===== config.mk =====
export PLATFORM = sky130hd
export DESIGN_NAME = tach_period_meter
export DESIGN_NICKNAME = d
export VERILOG_FILES = /design/src/rtl/tach_period_meter.sv
export SDC_FILE = /design/constraint.sdc
export NUM_CORES = 1
export LEC_CHECK = 0
export CAP_MARGIN = 20
export CORE_UTILIZATION = 30
export CTS_CLUSTER_DIAMETER = 80
export DETAILED_ROUTE_END_ITERATION = 12
export HOLD_SLACK_MARGIN = 0.05
export MAX_ROUTING_LAYER = met4
export PLACE_DENSITY = 0.49
export SLEW_MARGIN = 20
export SYNTH_ARGS = -nofsm -noshare
export SYNTH_HDL_FRONTEND = slang
export SYNTH_SLANG_ARGS = --single-unit

===== constraint.sdc =====
create_clock -name clk_in -period 3.4 [get_ports clk_in]
set_input_delay 0.68 -clock clk_in [delete_from_list [all_inputs] [get_ports clk_in]]
set_output_delay 0.68 -clock clk_in [all_outputs]
set_load 0.05 [all_outputs]

===== src/rtl/tach_period_meter.sv =====
// Fan tachometer period meter: synchronise, glitch-filter and edge-detect tach_in,
// then count clk_in cycles across PULSES_PER_MEAS rising edges with stall timeout.
`timescale 1ns/1ps
module tach_period_meter #(
  parameter int unsigned SYNC_STAGES     = 2,
  parameter int unsigned FILTER_LEN      = 4,
  parameter int unsigned PULSES_PER_MEAS = 2,
  parameter int unsigned TIMEOUT_CYCLES  = 50_000_000
) (
  input  logic        clk_in,
  input  logic        rst_in,
  input  logic        enable_in,
  input  logic        tach_in,
  output logic [31:0] period_out,
  output logic        valid_out,
  output logic        stalled_out
);

  localparam int RUN_W = (FILTER_LEN > 1) ? $clog2(FILTER_LEN) : 1;
  localparam int PW    = (PULSES_PER_MEAS > 1) ? $clog2(PULSES_PER_MEAS) : 1;
  localparam logic [RUN_W-1:0] RUN_LAST     = RUN_W'(FILTER_LEN - 1);
  localparam logic [PW-1:0]    PULSE_LAST   = PW'(PULSES_PER_MEAS - 1);
  localparam logic [31:0]      TIMEOUT_LAST = 32'(TIMEOUT_CYCLES - 32'd1);
  localparam logic [31:0]      ACC_MAX      = 32'hFFFF_FFFF;

  typedef enum logic [0:0] {ARM = 1'b0, MEASURE = 1'b1} state_t;

  logic [SYNC_STAGES-1:0] sync;
  logic                   synced;
  logic                   level;
  logic [RUN_W-1:0]       run_cnt;
  logic                   edge_flag;
  state_t                 state;
  logic [31:0]            interval_cnt;
  logic [31:0]            period_acc;
  logic [31:0]            acc_inc;
  logic [PW-1:0]          pulse_cnt;

  assign synced  = sync[SYNC_STAGES-1];
  assign acc_inc = (period_acc == ACC_MAX) ? ACC_MAX : period_acc + 32'd1;

  // Plain flop chain for metastability settling on the asynchronous tach input.
  always_ff @(posedge clk_in or posedge rst_in) begin
    if (rst_in) begin
      sync <= '0;
    end else begin
      sync <= {sync[SYNC_STAGES-2:0], tach_in};
    end
  end

  // Level changes only after FILTER_LEN consecutive differing samples; a rise is flagged for one cycle.
  always_ff @(posedge clk_in or posedge rst_in) begin
    if (rst_in) begin
      level     <= 1'b0;
      run_cnt   <= '0;
      edge_flag <= 1'b0;
    end else begin
      edge_flag <= 1'b0;
      if (synced != level) begin
        if (run_cnt == RUN_LAST) begin
          level     <= synced;
          run_cnt   <= '0;
          edge_flag <= synced;
        end else begin
          run_cnt <= run_cnt + RUN_W'(1);
        end
      end else begin
        run_cnt <= '0;
      end
    end
  end

  // Measurement FSM; an edge takes priority over a coincident timeout.
  always_ff @(posedge clk_in or posedge rst_in) begin
    if (rst_in) begin
      state        <= ARM;
      interval_cnt <= '0;
      period_acc   <= '0;
      pulse_cnt    <= '0;
      period_out   <= '0;
      valid_out    <= 1'b0;
      stalled_out  <= 1'b0;
    end else begin
      valid_out <= 1'b0;
      if (!enable_in) begin
        state        <= ARM;
        interval_cnt <= '0;
        period_acc   <= '0;
        pulse_cnt    <= '0;
      end else if (edge_flag) begin
        interval_cnt <= '0;
        case (state)
          ARM: begin
            state      <= MEASURE;
            period_acc <= '0;
            pulse_cnt  <= '0;
          end
          MEASURE: begin
            if (pulse_cnt == PULSE_LAST) begin
              // The closing edge also opens the next measurement.
              period_out  <= acc_inc;
              valid_out   <= 1'b1;
              stalled_out <= 1'b0;
              period_acc  <= '0;
              pulse_cnt   <= '0;
            end else begin
              pulse_cnt  <= pulse_cnt + PW'(1);
              period_acc <= acc_inc;
            end
          end
          default: begin
            state      <= ARM;
            period_acc <= '0;
            pulse_cnt  <= '0;
          end
        endcase
      end else if (interval_cnt == TIMEOUT_LAST) begin
        state        <= ARM;
        interval_cnt <= '0;
        period_acc   <= '0;
        pulse_cnt    <= '0;
        if (!stalled_out) begin
          stalled_out <= 1'b1;
          period_out  <= '0;
          valid_out   <= 1'b1;
        end else begin
          stalled_out <= 1'b1;
        end
      end else begin
        interval_cnt <= interval_cnt + 32'd1;
        period_acc   <= (state == MEASURE) ? acc_inc : '0;
      end
    end
  end

endmodule


==> results of run 1 <==
==> power groups by stage <==
stage                     Clock (W)  Combinational (W)  Sequential, W
after floorplan                   0          0.0000698        0.00132
after global placement            0          0.0000979        0.00133
after detailed placement          0           0.000101        0.00133
after CTS                   0.00107           0.000101        0.00130
after global routing        0.00112           0.000114        0.00131
final                       0.00103          0.0000960        0.00130
==> state kept, by name (all words and copies together), names as in the netlist <==
signal and cells:
edge_flag 1, interval_cnt 32, level 1, period_acc 32, period_out 32, pulse_cnt 1
run_cnt 2, stalled_out 1, state 1, sync 2, valid_out 1
==> final cells by class <==
cell class,count,area share
sequential,106,0.439
timing repair buffer,47,0.0757
tap,220,0.0455
clock inverter,5,0.00911
inverter,5,0.00373
clock buffer,11,0.0385
multi-input combinational,355,0.389
==> metal layers <==
metal,global-route usage,up-vias,share of wire
li1,-,1835,-
met1,0.189,1893,0.46
met2,0.243,52,0.48
met3,0.0423,15,0.044
met4,0.0484,0,0.015
met5,-,-,0
==> stage by stage <==
| stage | worst slack [ns] | cells | power, W | util |
|---|---|---|---|---|
| 4_1_cts | 0.892 | 749 | 0.00248 | 0.366 |
| 6_report | 0.916 | 749 | 0.00243 | 0.366 |
| 3_3_place_gp | 0.689 | 733 | 0.00142 | 0.348 |
| 2_1_floorplan | 1.45 | 481 | 0.00139 | - |
| 3_5_place_dp | 0.610 | 733 | 0.00143 | 0.348 |
| 5_1_grt | 0.684 | 749 | 0.00254 | 0.366 |
==> cell families (layout without fill, tap and decap cells) <==
| group | Yosys count | after routing | synth area share |
|---|---|---|---|
| buf+inv | 20 | 68 | 0.0160 |
| flops | 106 | 106 | 0.523 |
| fa+ha+maj | 3 | 3 | 0.00740 |
| simple gates | 221 | 221 | 0.248 |
| xor+xnor | 49 | 49 | 0.0846 |
| mux | 8 | 8 | 0.0160 |
| compound gates | 74 | 74 | 0.105 |
==> synth_stat cells (3+ instances only) <==
master                      count
sky130_fd_sc_hd__nand2_1       26
sky130_fd_sc_hd__a22o_1         6
sky130_fd_sc_hd__dfrtp_1      106
sky130_fd_sc_hd__nor2_1        56
sky130_fd_sc_hd__nor4_2         4
sky130_fd_sc_hd__nor2b_1       10
sky130_fd_sc_hd__and2_1         5
sky130_fd_sc_hd__a221o_1        3
sky130_fd_sc_hd__nor4_1        13
sky130_fd_sc_hd__ha_1           3
sky130_fd_sc_hd__inv_1          5
sky130_fd_sc_hd__xnor2_1       30
sky130_fd_sc_hd__clkbuf_1      10
sky130_fd_sc_hd__and4_1         6
sky130_fd_sc_hd__a21o_1        13
sky130_fd_sc_hd__o2bb2ai_1      9
sky130_fd_sc_hd__o31ai_1        3
sky130_fd_sc_hd__nand3_1       32
sky130_fd_sc_hd__buf_2          5
sky130_fd_sc_hd__nand4_1       19
sky130_fd_sc_hd__xor2_1        19
sky130_fd_sc_hd__nor3_1        11
sky130_fd_sc_hd__a21oi_1       26
sky130_fd_sc_hd__or4_1          3
sky130_fd_sc_hd__and3_1        14
sky130_fd_sc_hd__nand4_2        4
sky130_fd_sc_hd__mux2i_1        7
sky130_fd_sc_hd__a31oi_1        3
==> cell usage in the layout, fill, tap and decap left out, types with 10 or more instances in the layout <==
master / instances
sky130_fd_sc_hd__dfrtp_1: 106
sky130_fd_sc_hd__nor2_1: 56
sky130_fd_sc_hd__clkdlybuf4s50_1: 37
sky130_fd_sc_hd__nand3_1: 32
sky130_fd_sc_hd__xnor2_1: 30
sky130_fd_sc_hd__a21oi_1: 26
sky130_fd_sc_hd__nand2_1: 26
sky130_fd_sc_hd__nand4_1: 19
sky130_fd_sc_hd__xor2_1: 19
sky130_fd_sc_hd__and3_1: 14
sky130_fd_sc_hd__nor4_1: 13
sky130_fd_sc_hd__a21o_1: 13
sky130_fd_sc_hd__nor3_1: 11
sky130_fd_sc_hd__nor2b_1: 10
==> how the worst min path moves through the flow <==
stage,startpoint,endpoint,slack [ns],cells past startpoint
global placement,sync[0]$_DFF_PP0_,sync[1]$_DFF_PP0_,0.33,0
detailed placement,sync[0]$_DFF_PP0_,sync[1]$_DFF_PP0_,0.34,0
floorplan,sync[0]$_DFF_PP0_,sync[1]$_DFF_PP0_,0.33,0
global route,sync[0]$_DFF_PP0_,sync[1]$_DFF_PP0_,0.36,0
CTS,sync[0]$_DFF_PP0_,sync[1]$_DFF_PP0_,0.35,0
finish,sync[0]$_DFF_PP0_,sync[1]$_DFF_PP0_,0.35,0
==> metrics.txt, run 1 <==
# TYPE chip_impl_metric gauge
chip_impl_metric{name="power.share.clock",unit=""} 0.424
chip_impl_metric{name="cts_num_sinks",unit=""} 106
chip_impl_info{name="r2r-end",value="period_acc[13]$_DFF_PP0_"} 1
chip_impl_info{name="cts_tree",value="done"} 1
chip_impl_info{name="ys_top_cells_by_area",value="sky130_fd_sc_hd__dfrtp_1 52%, sky130_fd_sc_hd__xnor2_1 5.2%, sky130_fd_sc_hd__nor2_1 4.1%"} 1
chip_impl_metric{name="core_region_area",unit="sq um"} 16500
chip_impl_metric{name="reg2reg_depth",unit=""} 6
chip_impl_metric{name="max-cap-violations",unit=""} 0
chip_impl_metric{name="wl_per_cell",unit="um"} 16.0
chip_impl_metric{name="finalWorstPathRequiredPeriod",unit="ns"} 2.48
chip_impl_metric{name="number_of_global_route_vias_before_repair",unit=""} 3771
chip_impl_metric{name="die-width",unit="um"} 132
chip_impl_metric{name="post_route_cells_drive_above_1_share",unit=""} 0.0851
chip_impl_metric{name="postSynthNetCount",unit=""} 488
chip_impl_metric{name="max-slew-margin-rel",unit=""} 0.366
chip_impl_metric{name="synth_top_cell_area_share",unit=""} 0.523
chip_impl_metric{name="multi_input_comb_area",unit="sq um"} 2350
chip_impl_metric{name="ctsHtreeMaxLevel",unit=""} 3
chip_impl_metric{name="power.combinational.fraction",unit=""} 0.039
chip_impl_metric{name="via_count",unit=""} 3795
chip_impl_metric{name="via_per_inst",unit=""} 5.07
chip_impl_metric{name="antenna_found_initial",unit=""} 0
chip_impl_metric{name="cts.clk_slew.worst_paths",unit="ns"} 0.06
chip_impl_metric{name="die-area",unit="sq um"} 17400
chip_impl_metric{name="initial_utilization",unit=""} 0.307
chip_impl_metric{name="finalInstanceArea",unit="sq um"} 6050
chip_impl_metric{name="setup_viol",unit=""} 0
chip_impl_info{name="cp_slowest_cell",value="sky130_fd_sc_hd__o2111ai_4"} 1
chip_impl_metric{name="first_pass_iters",unit=""} 6
chip_impl_metric{name="fmax",unit="GHz"} 0.403
chip_impl_metric{name="largest_net_degree_at_the_start_of_global_routing",unit=""} 51
chip_impl_info{name="crit_family",value="simple AND/OR/NAND/NOR gates"} 1
chip_impl_metric{name="dpl-instance-area",unit="sq um"} 5760
chip_impl_metric{name="cts_hold_buf",unit=""} 0
chip_impl_metric{name="overflow",unit=""} 0
chip_impl_metric{name="post_cts_buffers",unit=""} 0
chip_impl_metric{name="timing.critical_path.depth",unit=""} 6
chip_impl_info{name="setup.worst_path.end_class",value="register"} 1
chip_impl_info{name="status",value="complete, no violations"} 1
chip_impl_metric{name="fin_worst_skew",unit="ns"} 0.0104
chip_impl_metric{name="gp_congestion",unit=""} 0.813
chip_impl_metric{name="hold-worst-slack",unit="ns"} 0.347
chip_impl_metric{name="regArea",unit="sq um"} 2650
chip_impl_info{name="critical_path.endpoint",value="period_acc[13]$_DFF_PP0_"} 1
chip_impl_metric{name="syn_inst",unit=""} 481
chip_impl_metric{name="dp_hpwl",unit="mm"} 8.45
chip_impl_metric{name="crit_path_max_incr_delay",unit="ns"} 0.65
chip_impl_metric{name="grt_use_total",unit=""} 0.153
chip_impl_info{name="worstSetupStartpoint",value="interval_cnt[16]$_DFF_PP0_"} 1
chip_impl_metric{name="setup.reg_to_reg.worst_slack",unit="ns"} 0.92
chip_impl_metric{name="numCtsBuffers",unit=""} 9
chip_impl_info{name="holdCritPathClass",value="reg -> reg"} 1
chip_impl_metric{name="worst_tran_pin_value",unit="ns"} 0.944
chip_impl_metric{name="syn_area_per_cell",unit="sq um"} 10.5
chip_impl_metric{name="cellLeakagePower",unit="nW"} 2.58
chip_impl_metric{name="critPathRequiredTime",unit="ns"} 3.62
chip_impl_metric{name="switchingPower",unit="W"} 0.000541
chip_impl_metric{name="grt_first_pass_wirelength",unit="mm"} 20.2
chip_impl_info{name="setup.worst_path.class",value="reg -> reg"} 1
chip_impl_metric{name="worst_ep_arrival_time",unit="ns"} 2.70
chip_impl_metric{name="synth-seq-area-share",unit=""} 0.523
chip_impl_metric{name="yosys_warnings",unit=""} 0
chip_impl_metric{name="syn2layout_area_growth",unit="%"} 19.2
chip_impl_metric{name="io_buffers",unit=""} 37
chip_impl_metric{name="die_height",unit="um"} 132
chip_impl_metric{name="fillCellCount",unit=""} 1646
chip_impl_metric{name="gates_resized_cts_repair",unit=""} 0
chip_impl_metric{name="power.share.switching",unit=""} 0.222
chip_impl_metric{name="drt_drc_violations_left",unit=""} 0
chip_impl_metric{name="synth.distinct_cells",unit=""} 51
chip_impl_metric{name="num_io_pins",unit=""} 38
chip_impl_metric{name="timing.final.crit_share",unit=""} 0.730
chip_impl_metric{name="num-nets-final",unit=""} 531
chip_impl_metric{name="std_cell_rows",unit=""} 47
chip_impl_info{name="timing.critical_path.from_type",value="register"} 1
chip_impl_metric{name="tns",unit="ns"} 0
chip_impl_metric{name="num_antenna_cells",unit=""} 0
chip_impl_metric{name="critPathBufInv",unit=""} 1
chip_impl_metric{name="power_frac_seq",unit=""} 0.537
chip_impl_info{name="synth-main-ff-cell",value="sky130_fd_sc_hd__dfrtp_1"} 1
chip_impl_info{name="synth_area_leader_cell",value="sky130_fd_sc_hd__dfrtp_1"} 1
chip_impl_metric{name="drtIter0Drc",unit=""} 235
chip_impl_metric{name="power-per-cell-area",unit="nW/um^2"} 402
chip_impl_metric{name="worstPathMaxFanout",unit=""} 22
chip_impl_metric{name="internal-power",unit="W"} 0.00189
chip_impl_metric{name="post_synth_instance_area",unit="sq um"} 5070
chip_impl_metric{name="vdd_ir_drop_max",unit="V"} 0.000239
chip_impl_metric{name="latest_clock_arrival_within_the_worst_skew_pair",unit="ns"} 0.35
chip_impl_metric{name="synth-edff-count",unit=""} 0
chip_impl_metric{name="timing.final.max_slew_violations",unit=""} 0
chip_impl_metric{name="final_antenna_net_count",unit=""} 0
chip_impl_metric{name="yosys_register_bits",unit=""} 106
chip_impl_metric{name="cts_max_path_buffers",unit=""} 2
chip_impl_info{name="clk_root_buffer_cell",value="sky130_fd_sc_hd__clkbuf_16"} 1
chip_impl_info{name="worstPathCellList",value="nor4b_1 -> nand4_1 -> nand3b_1 -> o2111ai_4 -> buf_4 -> a21oi_1"} 1
chip_impl_metric{name="asyncSetResetFlopFracSynth",unit=""} 1.00
chip_impl_metric{name="final-hold-violation-count",unit=""} 0
chip_impl_metric{name="drt_wl_total",unit="mm"} 12.0
chip_impl_info{name="grt_setup_unrepaired",value="false"} 1
chip_impl_info{name="crit-reg2reg-launch",value="interval_cnt[16]$_DFF_PP0_"} 1
Power figures use the tool's default switching activity.
==> run 2, diff against run 1 <==
--- a/config.mk
+++ b/config.mk
@@ -11,7 +11,7 @@
 export DETAILED_ROUTE_END_ITERATION = 12
 export HOLD_SLACK_MARGIN = 0.05
 export MAX_ROUTING_LAYER = met4
-export PLACE_DENSITY = 0.49
+export PLACE_DENSITY = 0.47
 export SLEW_MARGIN = 20
 export SYNTH_ARGS = -nofsm -noshare
 export SYNTH_HDL_FRONTEND = slang
==> constraint.sdc (replaced) <==
create_clock -name clk_in -period 2.5 [get_ports clk_in]
set_input_delay 0.5 -clock clk_in [delete_from_list [all_inputs] [get_ports clk_in]]
set_output_delay 0.5 -clock clk_in [all_outputs]
set_load 0.05 [all_outputs]
==> metrics.txt, run 2 (synthesized netlist as in run 1, its figures left out) <==
# TYPE chip_impl_metric gauge
chip_impl_info{name="status",value="complete, no violations"} 1
chip_impl_metric{name="latest_clock_arrival_within_the_worst_skew_pair",unit="ns"} 0.35
chip_impl_info{name="crit_family",value="simple AND/OR/NAND/NOR gates"} 1
chip_impl_info{name="min-delay-start",value="sync[0]$_DFF_PP0_"} 1
chip_impl_metric{name="antenna_found_initial",unit=""} 0
chip_impl_metric{name="setup.reg_to_reg.worst_slack",unit="ns"} 0.40
chip_impl_info{name="holdCritPathClass",value="reg -> reg"} 1
chip_impl_metric{name="regArea",unit="sq um"} 2650
chip_impl_metric{name="final-hold-violation-count",unit=""} 0
chip_impl_metric{name="num_io_pins",unit=""} 38
chip_impl_metric{name="fmax",unit="GHz"} 0.476
chip_impl_metric{name="multi_input_comb_area",unit="sq um"} 2340
chip_impl_info{name="worstPathCellList",value="ha_1 -> nand3_1 -> nor4_4 -> buf_4 -> nand3b_1 -> nor3_1 -> buf_4 -> a221o_1"} 1
chip_impl_metric{name="die-area",unit="sq um"} 17400
chip_impl_metric{name="num-nets-final",unit=""} 540
chip_impl_metric{name="gates_resized_cts_repair",unit=""} 0
chip_impl_metric{name="drtIter0Drc",unit=""} 199
chip_impl_metric{name="cts_max_path_buffers",unit=""} 2
chip_impl_info{name="layout_commonest_cell",value="sky130_fd_sc_hd__dfrtp_1"} 1
chip_impl_metric{name="std_cell_rows",unit=""} 47
chip_impl_metric{name="via_per_inst",unit=""} 5.01
chip_impl_metric{name="first_pass_iters",unit=""} 4
chip_impl_metric{name="worst_tran_pin_value",unit="ns"} 0.635
chip_impl_metric{name="timing.final.max_slew_violations",unit=""} 0
chip_impl_metric{name="post_cts_buffers",unit=""} 0
chip_impl_metric{name="core_region_area",unit="sq um"} 16500
chip_impl_metric{name="critPathBufInv",unit=""} 2
chip_impl_metric{name="die-width",unit="um"} 132
chip_impl_metric{name="max-cap-violations",unit=""} 0
chip_impl_metric{name="wl_per_cell",unit="um"} 15.7
chip_impl_info{name="reg_top3",value="interval_cnt: 32 flops, period_acc: 32 flops, period_out: 32 flops"} 1
chip_impl_info{name="hold_end",value="sync[1]$_DFF_PP0_"} 1
chip_impl_info{name="setup.worst_path.end_class",value="register"} 1
chip_impl_metric{name="via_count",unit=""} 3795
chip_impl_metric{name="dp_hpwl",unit="mm"} 8.27
chip_impl_metric{name="gp_congestion",unit=""} 0.811
chip_impl_info{name="clk_root_buffer_cell",value="sky130_fd_sc_hd__clkbuf_16"} 1
chip_impl_metric{name="whs_path_depth",unit=""} 0
chip_impl_metric{name="tns",unit="ns"} 0
chip_impl_metric{name="grt_first_pass_wirelength",unit="mm"} 20.1
chip_impl_info{name="timing.critical_path.mode_cell",value="sky130_fd_sc_hd__buf_4"} 1
chip_impl_metric{name="finalWorstPathRequiredPeriod",unit="ns"} 2.10
chip_impl_metric{name="vdd_ir_drop_max",unit="V"} 0.000343
chip_impl_metric{name="final_antenna_net_count",unit=""} 0
chip_impl_metric{name="max-slew-margin-rel",unit=""} 0.577
chip_impl_metric{name="worst_ep_arrival_time",unit="ns"} 2.39
chip_impl_metric{name="initial_utilization",unit=""} 0.307
chip_impl_metric{name="fillCellCount",unit=""} 1663
chip_impl_metric{name="grt_use_total",unit=""} 0.151
chip_impl_metric{name="power-per-cell-area",unit="nW/um^2"} 563
chip_impl_info{name="crit-reg2reg-launch",value="period_acc[0]$_DFF_PP0_"} 1
chip_impl_info{name="timing.critical_path.from_type",value="register"} 1
chip_impl_metric{name="cts.clk_slew.worst_paths",unit="ns"} 0.07
chip_impl_metric{name="drt_drc_violations_left",unit=""} 0
chip_impl_metric{name="numCtsBuffers",unit=""} 9
chip_impl_info{name="r2r-end",value="period_out[17]$_DFFE_PP0P_"} 1
chip_impl_metric{name="drt_wl_total",unit="mm"} 11.9
chip_impl_metric{name="timing.final.crit_share",unit=""} 0.840
chip_impl_metric{name="syn2layout_area_growth",unit="%"} 21.6
chip_impl_metric{name="worstPathMaxFanout",unit=""} 5
chip_impl_metric{name="fin_worst_skew",unit="ns"} 0.00965
chip_impl_info{name="grt_setup_unrepaired",value="false"} 1
chip_impl_metric{name="num_antenna_cells",unit=""} 0
chip_impl_metric{name="cts_hold_buf",unit=""} 0
chip_impl_metric{name="ctsHtreeMaxLevel",unit=""} 3
chip_impl_metric{name="io_buffers",unit=""} 37
chip_impl_metric{name="overflow",unit=""} 0
chip_impl_metric{name="reg2reg_depth",unit=""} 8
chip_impl_info{name="layout.cells.most_common_list",value="106 x sky130_fd_sc_hd__dfrtp_1, 56 x sky130_fd_sc_hd__nor2_1, 37 x sky130_fd_sc_hd__clkdlybuf4s50_1"} 1
chip_impl_info{name="cts_tree",value="done"} 1
chip_impl_info{name="cp_slowest_cell",value="sky130_fd_sc_hd__dfrtp_1"} 1
chip_impl_metric{name="setup_viol",unit=""} 0
chip_impl_metric{name="finish.cell_count_without_fillers",unit=""} 757
chip_impl_metric{name="critPathRequiredTime",unit="ns"} 2.79
chip_impl_metric{name="post_route_cells_drive_above_1_share",unit=""} 0.102
chip_impl_metric{name="number_of_global_route_vias_before_repair",unit=""} 3825
chip_impl_metric{name="cellLeakagePower",unit="nW"} 2.65
chip_impl_metric{name="power",unit="W"} 0.00347
chip_impl_metric{name="largest_net_degree_at_the_start_of_global_routing",unit=""} 107
chip_impl_info{name="setup.worst_path.class",value="reg -> reg"} 1
chip_impl_metric{name="die_height",unit="um"} 132
chip_impl_metric{name="cts_num_sinks",unit=""} 106
chip_impl_metric{name="place.detailed.instances",unit=""} 742
chip_impl_metric{name="crit_path_max_incr_delay",unit="ns"} 0.42
run 2: final cells by class:
| cell class | count | share of cell area |
|---|---|---|
| clock buffer | 11 | 0.0410 |
| clock inverter | 4 | 0.0122 |
| inverter | 5 | 0.00365 |
| multi-input combinational | 355 | 0.379 |
| sequential | 106 | 0.430 |
| tap | 220 | 0.0446 |
| timing repair buffer | 56 | 0.0893 |
run 2: worst max path at each step:
stage / end / startpoint / cells past startpoint
after detailed placement: period_out[16]$_DFFE_PP0P_ / enable_in / 6
after floorplan: period_out[16]$_DFFE_PP0P_ / period_acc[0]$_DFF_PP0_ / 6
after global placement: period_out[16]$_DFFE_PP0P_ / enable_in / 6
after global routing: period_out[28]$_DFFE_PP0P_ / period_acc[0]$_DFF_PP0_ / 7
final: period_out[17]$_DFFE_PP0P_ / period_acc[0]$_DFF_PP0_ / 8
after CTS: stalled_out / stalled_out$_DFFE_PP0P_ / 1
run 2: routing by layer:
layer  GRT usage  vias up  part of all wire
met5           -        -                 0
met4      0.0510        0             0.015
met3      0.0292       11             0.025
met2       0.234       48              0.48
met1       0.197     1894              0.48
li1            -     1842                 -
run 2: where the power goes:
part           internal [W]  switching (W)  total (W)
Combinational     0.0000546      0.0000790   0.000134
Clock              0.000927       0.000634    0.00156
Sequential          0.00175      0.0000269    0.00177
Total               0.00273       0.000740    0.00347
run 2: through the flow:
| step | hold WS [ns] | setup WS (ns) | cell area (sq um) | utilization |
|---|---|---|---|---|
| after floorplan | 0.331 | 0.689 | 5080 | - |
| after global placement | 0.336 | 0.283 | 5840 | 0.353 |
| after detailed placement | 0.336 | 0.265 | 5840 | 0.353 |
| after CTS | 0.352 | 0.387 | 6170 | 0.373 |
| after global routing | 0.367 | 0.167 | 6170 | 0.373 |
| final | 0.353 | 0.400 | 6170 | 0.373 |
==> run 3, diff against run 2 <==
--- a/config.mk
+++ b/config.mk
@@ -11,7 +11,7 @@
 export DETAILED_ROUTE_END_ITERATION = 12
 export HOLD_SLACK_MARGIN = 0.05
 export MAX_ROUTING_LAYER = met4
-export PLACE_DENSITY = 0.47
+export PLACE_DENSITY = 0.49
 export SLEW_MARGIN = 20
 export SYNTH_ARGS = -nofsm -noshare
 export SYNTH_HDL_FRONTEND = slang
==> constraint.sdc (replaced) <==
create_clock -name clk_in -period 1.7 [get_ports clk_in]
set_input_delay 0.34 -clock clk_in [delete_from_list [all_inputs] [get_ports clk_in]]
set_output_delay 0.34 -clock clk_in [all_outputs]
set_load 0.05 [all_outputs]
==> metrics.txt, run 3 (synthesized netlist as in run 1, its figures left out) <==
# TYPE chip_impl_metric gauge
chip_impl_info{name="status",value="finished with violations"} 1
chip_impl_info{name="violations",value="negative setup slack"} 1
chip_impl_metric{name="final_core_util",unit=""} 0.455
chip_impl_info{name="holdCritPathClass",value="in -> async"} 1
chip_impl_metric{name="worstPathMaxFanout",unit=""} 8
chip_impl_metric{name="std_cell_rows",unit=""} 47
chip_impl_metric{name="final-hold-violation-count",unit=""} 0
chip_impl_metric{name="timing.final.crit_share",unit=""} 1.10
chip_impl_metric{name="syn2layout_area_growth",unit="%"} 48.2
chip_impl_metric{name="worst_tran_pin_value",unit="ns"} 0.419
chip_impl_metric{name="numCtsBuffers",unit=""} 9
chip_impl_info{name="r2r-end",value="period_out[26]$_DFFE_PP0P_"} 1
chip_impl_metric{name="worst_ep_arrival_time",unit="ns"} 2.12
chip_impl_metric{name="latest_clock_arrival_within_the_worst_skew_pair",unit="ns"} 0.35
chip_impl_metric{name="via_per_inst",unit=""} 4.83
chip_impl_info{name="cts_tree",value="done"} 1
chip_impl_metric{name="antenna_found_initial",unit=""} 0
chip_impl_metric{name="num_io_pins",unit=""} 38
chip_impl_metric{name="setup.reg_to_reg.worst_slack",unit="ns"} -0.18
chip_impl_metric{name="fillCellCount",unit=""} 1568
chip_impl_metric{name="finalInstanceArea",unit="sq um"} 7520
chip_impl_info{name="setup.worst_path.class",value="reg -> reg"} 1
chip_impl_metric{name="tns",unit="ns"} -8.00
chip_impl_info{name="layout.cells.most_common_list",value="160 x sky130_fd_sc_hd__buf_4, 104 x sky130_fd_sc_hd__dfrtp_1, 52 x sky130_fd_sc_hd__nor2_1"} 1
chip_impl_metric{name="die-area",unit="sq um"} 17400
chip_impl_metric{name="power",unit="W"} 0.00495
chip_impl_metric{name="via_count",unit=""} 4257
chip_impl_metric{name="critPathRequiredTime",unit="ns"} 1.94
chip_impl_metric{name="cts_max_path_buffers",unit=""} 2
chip_impl_metric{name="drt_drc_violations_left",unit=""} 0
chip_impl_metric{name="cellLeakagePower",unit="nW"} 3.51
chip_impl_metric{name="grt_first_pass_wirelength",unit="mm"} 22.5
chip_impl_metric{name="cts_hold_buf",unit=""} 0
chip_impl_metric{name="num_antenna_cells",unit=""} 0
chip_impl_metric{name="number_of_global_route_vias_before_repair",unit=""} 4448
chip_impl_metric{name="worst_slack",unit="ns"} -0.177
chip_impl_metric{name="timing.final.max_slew_violations",unit=""} 0
chip_impl_metric{name="post_route_cells_drive_above_1_share",unit=""} 0.396
chip_impl_info{name="reg_top3",value="interval_cnt: 32 flops, period_acc: 32 flops, period_out: 32 flops"} 1
chip_impl_metric{name="max-slew-margin-rel",unit=""} 0.719
chip_impl_metric{name="hold-worst-slack",unit="ns"} 0.326
chip_impl_metric{name="fin_worst_skew",unit="ns"} 0.00739
chip_impl_metric{name="grt_use_total",unit=""} 0.168
chip_impl_metric{name="cts.clk_slew.worst_paths",unit="ns"} 0.07
chip_impl_metric{name="setup_viol",unit=""} 70
chip_impl_metric{name="num-nets-final",unit=""} 664
chip_impl_metric{name="io_buffers",unit=""} 37
chip_impl_metric{name="final_antenna_net_count",unit=""} 0
chip_impl_info{name="layout_commonest_cell",value="sky130_fd_sc_hd__buf_4"} 1
chip_impl_metric{name="power-per-cell-area",unit="nW/um^2"} 658
chip_impl_metric{name="fmax",unit="GHz"} 0.533
chip_impl_metric{name="wl_per_cell",unit="um"} 15.5
chip_impl_metric{name="ctsHtreeMaxLevel",unit=""} 3
chip_impl_info{name="clk_root_buffer_cell",value="sky130_fd_sc_hd__clkbuf_16"} 1
chip_impl_metric{name="vdd_ir_drop_max",unit="V"} 0.000473
chip_impl_metric{name="dp_hpwl",unit="mm"} 9.56
chip_impl_info{name="crit-reg2reg-launch",value="interval_cnt[16]$_DFF_PP0_"} 1
chip_impl_metric{name="cts_num_sinks",unit=""} 106
chip_impl_metric{name="drtIter0Drc",unit=""} 181
chip_impl_info{name="grt_setup_unrepaired",value="true"} 1
chip_impl_metric{name="reg2reg_depth",unit=""} 6
chip_impl_metric{name="overflow",unit=""} 0
chip_impl_metric{name="dpl-instance-area",unit="sq um"} 6690
chip_impl_metric{name="die-width",unit="um"} 132
chip_impl_metric{name="multi_input_comb_area",unit="sq um"} 2730
chip_impl_metric{name="initial_utilization",unit=""} 0.307
chip_impl_metric{name="finalWorstPathRequiredPeriod",unit="ns"} 1.88
chip_impl_metric{name="die_height",unit="um"} 132
chip_impl_metric{name="first_pass_iters",unit=""} 4
chip_impl_info{name="setup.worst_path.end_class",value="register"} 1
chip_impl_metric{name="gp_congestion",unit=""} 0.838
chip_impl_metric{name="regArea",unit="sq um"} 2660
chip_impl_info{name="timing.critical_path.from_type",value="register"} 1
chip_impl_metric{name="drt_wl_total",unit="mm"} 13.7
chip_impl_metric{name="max-cap-violations",unit=""} 0
chip_impl_metric{name="core_region_area",unit="sq um"} 16500
chip_impl_metric{name="largest_net_degree_at_the_start_of_global_routing",unit=""} 37
## run 3: cell types whose count changed in the layout (fill, tap and decap cells not counted), sizes merged
cell	change
clkbuf	+3
clkdlybuf4s50	-34
buf	+157
bufbuf	+1
bufinv	-2
clkinvlp	-1
## run 3: layer usage
| metal | up-vias | GRT usage | part of all wire | wire [um] |
|---|---|---|---|---|
| met1 | 2103 | 0.206 | 0.46 | 6300 |
| met4 | 0 | 0.0375 | 0.0078 | 106 |
| met2 | 41 | 0.276 | 0.50 | 6810 |
| met3 | 8 | 0.0446 | 0.033 | 447 |
| li1 | 2105 | - | - | - |
| met5 | - | - | 0 | 0 |
## run 3: worst max-delay path by stage
stage / to / from / cells after the start / slack (ns)
after detailed placement: period_out[3]$_DFFE_PP0P_ / enable_in / 6 / -0.32
after floorplan: period_out[10]$_DFFE_PP0P_ / period_acc[0]$_DFF_PP0_ / 7 / -0.01
after global placement: period_out[4]$_DFFE_PP0P_ / enable_in / 6 / -0.29
after global routing: period_acc[10]$_DFF_PP0_ / interval_cnt[16]$_DFF_PP0_ / 7 / -0.28
after CTS: period_out[26]$_DFFE_PP0P_ / interval_cnt[16]$_DFF_PP0_ / 6 / -0.17
final: period_out[26]$_DFFE_PP0P_ / interval_cnt[16]$_DFF_PP0_ / 6 / -0.18
## run 3: area by class of cell
type / instances / area share
multi-input combinational: 355 / 0.363
sequential: 106 / 0.353
timing repair buffer: 180 / 0.206
clock buffer: 14 / 0.0378
tap: 220 / 0.0366
inverter: 5 / 0.00300
clock inverter: 1 / 0.000999
## run 3: stage by stage
step / setup WS (ns) / cells
floorplan: -0.00978 / 481
detailed placement: -0.319 / 853
global placement: -0.286 / 853
finish: -0.177 / 881
global route: -0.278 / 881
CTS: -0.168 / 876
## run 3: worst max-delay path, cell delays in order (launching register included)
cell                      delay (ns)
sky130_fd_sc_hd__dfrtp_1        0.41
sky130_fd_sc_hd__nor4b_4        0.31
sky130_fd_sc_hd__nand4_1        0.17
sky130_fd_sc_hd__and4b_2        0.35
sky130_fd_sc_hd__o21ai_4        0.12
sky130_fd_sc_hd__buf_8          0.19
sky130_fd_sc_hd__a22o_1         0.21
## run 3: timing repair
action | in CTS | in global routing
hold endpoints to repair | 0 | 0
gates resized for setup | 25 | 49
endpoints found under the setup margin | 96 | 98
pin swaps | 17 | 12
cloned | 2 | 0
buffers inserted | 6 | 5
## run 3: power breakdown
group / switching, W / total, W / internal, W
clock network: 0.000902 / 0.00205 / 0.00115
registers: 0.0000326 / 0.00260 / 0.00257
logic: 0.000146 / 0.000299 / 0.000154
